File: src/rtl/f11_wbi_irq.sv
// F-11 interrupt Wishbone responder: drives vm_virq priority levels, answers
// IACK cycles with the winning source's vector and fast-input cycles with vm_fdin.
module f11_wbi_irq #(
  parameter logic [15:0]  IRQ_LVL  = 16'h0000,
  parameter logic [127:0] IRQ_VEC  = 128'h0,
  parameter int           IRQ_WAIT = 0
) (
  input  logic        vm_clk_p,
  input  logic        vm_init,
  input  logic [7:0]  irq_req,
  output logic [7:0]  irq_ack,
  input  logic [15:0] vm_fdin,
  output logic [7:4]  vm_virq,
  input  logic        wbi_stb_i,
  input  logic        wbi_una_i,
  output logic        wbi_ack_o,
  output logic [15:0] wbi_dat_o
);

  localparam logic [1:0] S_IDLE = 2'd0;
  localparam logic [1:0] S_WAIT = 2'd1;
  localparam logic [1:0] S_ACK  = 2'd2;
  localparam logic [1:0] S_HOLD = 2'd3;

  localparam logic [3:0] WAIT_INIT = 4'(IRQ_WAIT);

  logic [1:0]  state;
  logic [3:0]  cnt;
  logic [15:0] data;
  logic [2:0]  sel;
  logic        una_q;

  logic       win_any;
  logic [2:0] win_idx;
  logic [1:0] win_lvl;
  logic [3:0] lvl_req;

  // Scan upward with strict '>' so the lowest index keeps ties.
  always_comb begin
    win_any = 1'b0;
    win_idx = 3'd0;
    win_lvl = 2'd0;
    for (int i = 0; i < 8; i++) begin
      if (irq_req[i] && (!win_any || IRQ_LVL[2*i +: 2] > win_lvl)) begin
        win_any = 1'b1;
        win_idx = 3'(i);
        win_lvl = IRQ_LVL[2*i +: 2];
      end
    end
  end

  always_comb begin
    lvl_req = 4'b0000;
    for (int i = 0; i < 8; i++)
      if (irq_req[i]) lvl_req[IRQ_LVL[2*i +: 2]] = 1'b1;
  end

  always_ff @(posedge vm_clk_p) begin
    if (vm_init) begin
      state     <= S_IDLE;
      cnt       <= 4'd0;
      data      <= 16'h0000;
      sel       <= 3'd0;
      una_q     <= 1'b0;
      wbi_ack_o <= 1'b0;
      wbi_dat_o <= 16'h0000;
      irq_ack   <= 8'h00;
      vm_virq   <= 4'b0000;
    end else begin
      vm_virq   <= lvl_req;
      wbi_ack_o <= 1'b0;
      wbi_dat_o <= 16'h0000;
      irq_ack   <= 8'h00;
      case (state)
        S_IDLE: begin
          if (wbi_stb_i) begin
            cnt <= WAIT_INIT;
            if (wbi_una_i) begin
              data  <= vm_fdin;
              una_q <= 1'b1;
              state <= (WAIT_INIT == 4'd0) ? S_ACK : S_WAIT;
            end else if (win_any) begin
              data  <= IRQ_VEC[{win_idx, 4'h0} +: 16];
              sel   <= win_idx;
              una_q <= 1'b0;
              state <= (WAIT_INIT == 4'd0) ? S_ACK : S_WAIT;
            end else begin
              // Empty IACK: never acked, the CPU bus timer ends the cycle.
              state <= S_HOLD;
            end
          end
        end
        S_WAIT: begin
          if (!wbi_stb_i) begin
            state <= S_IDLE;
          end else if (cnt <= 4'd1) begin
            cnt   <= 4'd0;
            state <= S_ACK;
          end else begin
            cnt <= cnt - 4'd1;
          end
        end
        S_ACK: begin
          if (!wbi_stb_i) begin
            state <= S_IDLE;
          end else begin
            wbi_ack_o <= 1'b1;
            wbi_dat_o <= data;
            if (!una_q) irq_ack <= 8'h01 << sel;
            state <= S_HOLD;
          end
        end
        default: begin
          if (!wbi_stb_i) state <= S_IDLE;
        end
      endcase
    end
  end

endmodule

File: config.mk
export PLATFORM = sky130hd
export DESIGN_NAME = f11_wbi_irq
export DESIGN_NICKNAME = d
export VERILOG_FILES = /design/src/rtl/f11_wbi_irq.sv
export SDC_FILE = /design/constraint.sdc
export NUM_CORES = 1
export LEC_CHECK = 0
export ABC_AREA = 1
export CORE_MARGIN = 1
export CORE_UTILIZATION = 45
export CTS_CLUSTER_SIZE = 28
export DETAILED_ROUTE_END_ITERATION = 16
export GPL_TIMING_DRIVEN = 0
export PLACE_DENSITY = 0.86
export SYNTH_ARGS = -nofsm -noshare
export SYNTH_HDL_FRONTEND = slang
export SYNTH_SLANG_ARGS = --single-unit
File: constraint.sdc
create_clock -name vm_clk_p -period 2.6 [get_ports vm_clk_p]
set_input_delay 0.52 -clock vm_clk_p [delete_from_list [all_inputs] [get_ports vm_clk_p]]
set_output_delay 0.52 -clock vm_clk_p [all_outputs]
set_load 0.02 [all_outputs]
==> flow_summary.yaml <==
critical_path:
  cp-start-kind: "primary input"
  arrival_ns: 1.98
  crit_path_end_kind: "register"
  worstSetupPathType: "in2reg"
  r2r.worst_path.cells: 7
  worstReg2RegEnd: "cnt[1]"
  cp_max_fo: 10
  crit-reg2reg-launch: "cnt[0]"
  crit_required_ns: 2.81
  reg2reg_slack_ns: 1.10
grt:
  antenna_found_initial: 0
  gr-usage-all-layers_pct: 17.99
  grt_pass1_wl_mm: 6.237
  grt_pass1_vias: 1463
  grt_start_max_net_pins: 17
  grt-ovfl-total: 0
timing:
  slew_viol_final: 0
  finalSetupTns_ns: 0
  period_needed_ns: 1.778
  finalCritPeriodShare_pct: 68.39
  hold_viol: 0
  slew_headroom_pct: 59.81
  fmax_mhz: 562.4
  worst_slack_ns: 0.8219
  report.final.setup_viol: 0
  fin_worst_skew_ns: 0.008741
  max_slew.worst_pin.slew_ns: 0.6029
  rsz0062_at_grt: "false"
floorplanning:
  fp.dieH_um: 68.85
  pin_count: 57
  die-area_um2: 4740
  die_w_um: 68.85
  initial_utilization_pct: 48.52
  core_um2: 4144
  num_rows: 23
finish:
  num_antenna_cells: 0
  multi_input_area_um2: 762.0
  layout-drive-gt1-share_pct: 15.65
  fillerInstances: 365
  nets: 323
  areaGrowthSynthToFinish_pct: 33.73
  regArea_um2: 1041
cts:
  clk_pin_slew_ns: 0.10
  post_cts_buffers: 0
  holdBufCountCts: 0
  cts_resized: 0
  worstSkewPairLatency_ns: 0.31
  cts.path.max_buffers: 2
  root_buffer: "clkbuf_8"
  cts.sinks: 52
  htreeDepth: 2
  cts_buffers: 5
  cts_tree: "built"
place:
  pre_cts_ws_ns: 0.5348
  gp_congestion: 0.7336
  portBuffers: 52
  hpwl_mm: 2.804
route:
  routed_wl_mm: 3.897
  vias: 1634
  first_pass_iters: 4
  wl_per_cell_um: 11.33
  routed_via_density: 4.750
  route.detailed.drc: 0
  antenna_left: 0
  drtIter0Drc: 66
synthesis:
  seq_area_frac_synth_pct: 51.77
  ys_ff_latch: 52
  syn_inst: 232
  synth_top_area_share_pct: 51.77
  synth_area_um2: 2011
  synth_top_cell_by_area: "dfxtp_1"
  syn_avg_cell_area_um2: 8.667
  synth_warnings: 0
  ys_types: 31
  synth_area_leaders: "dfxtp_1 52%, inv_1 6.3%, nor2_1 6.3%"
power:
  peakVddDrop_uv: 400.9
  power.density_nw_per_um2: 547.8
  power.leakage_uw: 0.001033
hold_path:
  hold_class: "reg2reg"
  min_path_cells: 2
  min_to: "wbi_dat_o[4]"
  hold_path_startpoint: "data[4]"
status:
  outcome: "completed"
job:
  cap_violations: 0
-- power breakdown --
part	internal (uW)	total (uW)	switching, uW
clock network	188	457	269
logic	87.6	182	94.0
registers	818	834	15.6
-- through the flow --
stage | util [%] | hold slack [ns] | total power [uW] | std cells | instance area [um^2]
floorplan | - | 0.4084 | 962.4 | 234 | 2018
global placement | 62.77 | 0.4117 | 1028 | 336 | 2601
detailed placement | 62.77 | 0.4212 | 1033 | 336 | 2601
CTS | 64.89 | 0.4342 | 1483 | 344 | 2689
global route | 64.89 | 0.4509 | 1536 | 344 | 2689
finish | 64.89 | 0.4287 | 1473 | 344 | 2689
-- cell usage in the layout (no fill, tap or decap), types with 2 or more instances in the layout --
cell type	n
a21oi_1	9
a21oi_2	10
buf_2	2
buf_4	4
clkbuf_8	5
clkdlybuf4s50_1	52
clkinv_2	2
conb_1	3
dfxtp_1	52
ha_1	2
inv_1	34
nand2_1	22
nand2_2	10
nand3_1	21
nor2_1	34
nor2_4	2
nor3_1	10
o21ai_0	2
o31ai_1	2
-- final cells by class --
type / instances / share of cell area (%)
Buffer: 10 / 3.257
Clock inverter: 3 / 0.6980
Inverter: 34 / 4.746
Clock buffer: 5 / 2.559
Sequential cell: 52 / 38.72
Multi-Input combinational cell: 138 / 28.34
Timing Repair Buffer: 52 / 19.36
Tap cell: 50 / 2.327
-- routing by layer --
layer | global-route usage [%] | vias up | share of wire, %
met1 | 20.87 | 741 | 43
met2 | 30.46 | 45 | 50
li1 | - | 842 | -
met3 | 5.428 | 6 | 5.3
met4 | 7.653 | 0 | 1.8
met5 | 0 | - | 0
-- kinds of logic (layout without fill, tap and decap cells) --
group | count (synthesis) | in the layout | share of synthesized area [%]
AO/OA/AOI/OAI | 26 | 26 | 9.085
other | 1 | 3 | 0.1865
XOR/XNOR | 2 | 2 | 0.8713
AND/OR/NAND/NOR | 105 | 105 | 26.14
flip-flops | 52 | 52 | 51.77
buffers and inverters | 44 | 104 | 10.70
adder cells (fa/ha/maj) | 2 | 2 | 1.244
-- worst max-delay path, cell delays in order --
cell and delay [ns]:
clkdlybuf4s50_1 0.45, inv_1 0.08, nor2_4 0.14, inv_1 0.14, nor2_8 0.19, nand3_1 0.22
nor2_1 0.18, nor2_1 0.06
-- worst max path at each step --
stage	from	end	slack, ns	depth (start not counted)
final	wbi_stb_i	sel[0]	0.82	8
after global routing	wbi_stb_i	sel[0]	0.72	8
after CTS	wbi_dat_o[2]	wbi_dat_o[2]	0.83	1
after detailed placement	wbi_stb_i	sel[0]	0.53	8
after global placement	wbi_stb_i	data[6]	0.56	9
after floorplan	irq_req[2]	data[10]	1.15	8
-- state kept, by name (all words and copies together) (netlist names) --
signal / cells
data: 16
wbi_dat_o: 16
irq_ack: 8
cnt: 4
sel: 3
state: 2
una_q: 1
vm_virq: 1
wbi_ack_o: 1
-- Yosys cell counts, drive strengths merged --
cell type / count
dfxtp: 52
inv: 34
xor2: 1
nor2: 38
o21ai: 2
xnor2: 1
o31ai: 2
o211ai: 1
a21oi: 19
buf: 8
nand4: 1
conb: 1
ha: 2
a211oi: 1
dlygate4sd1: 1
nand2: 33
o22a: 1
or2: 1
clkbuf: 1
nand3: 22
nor3: 10
Power figures use the tool's default switching activity.
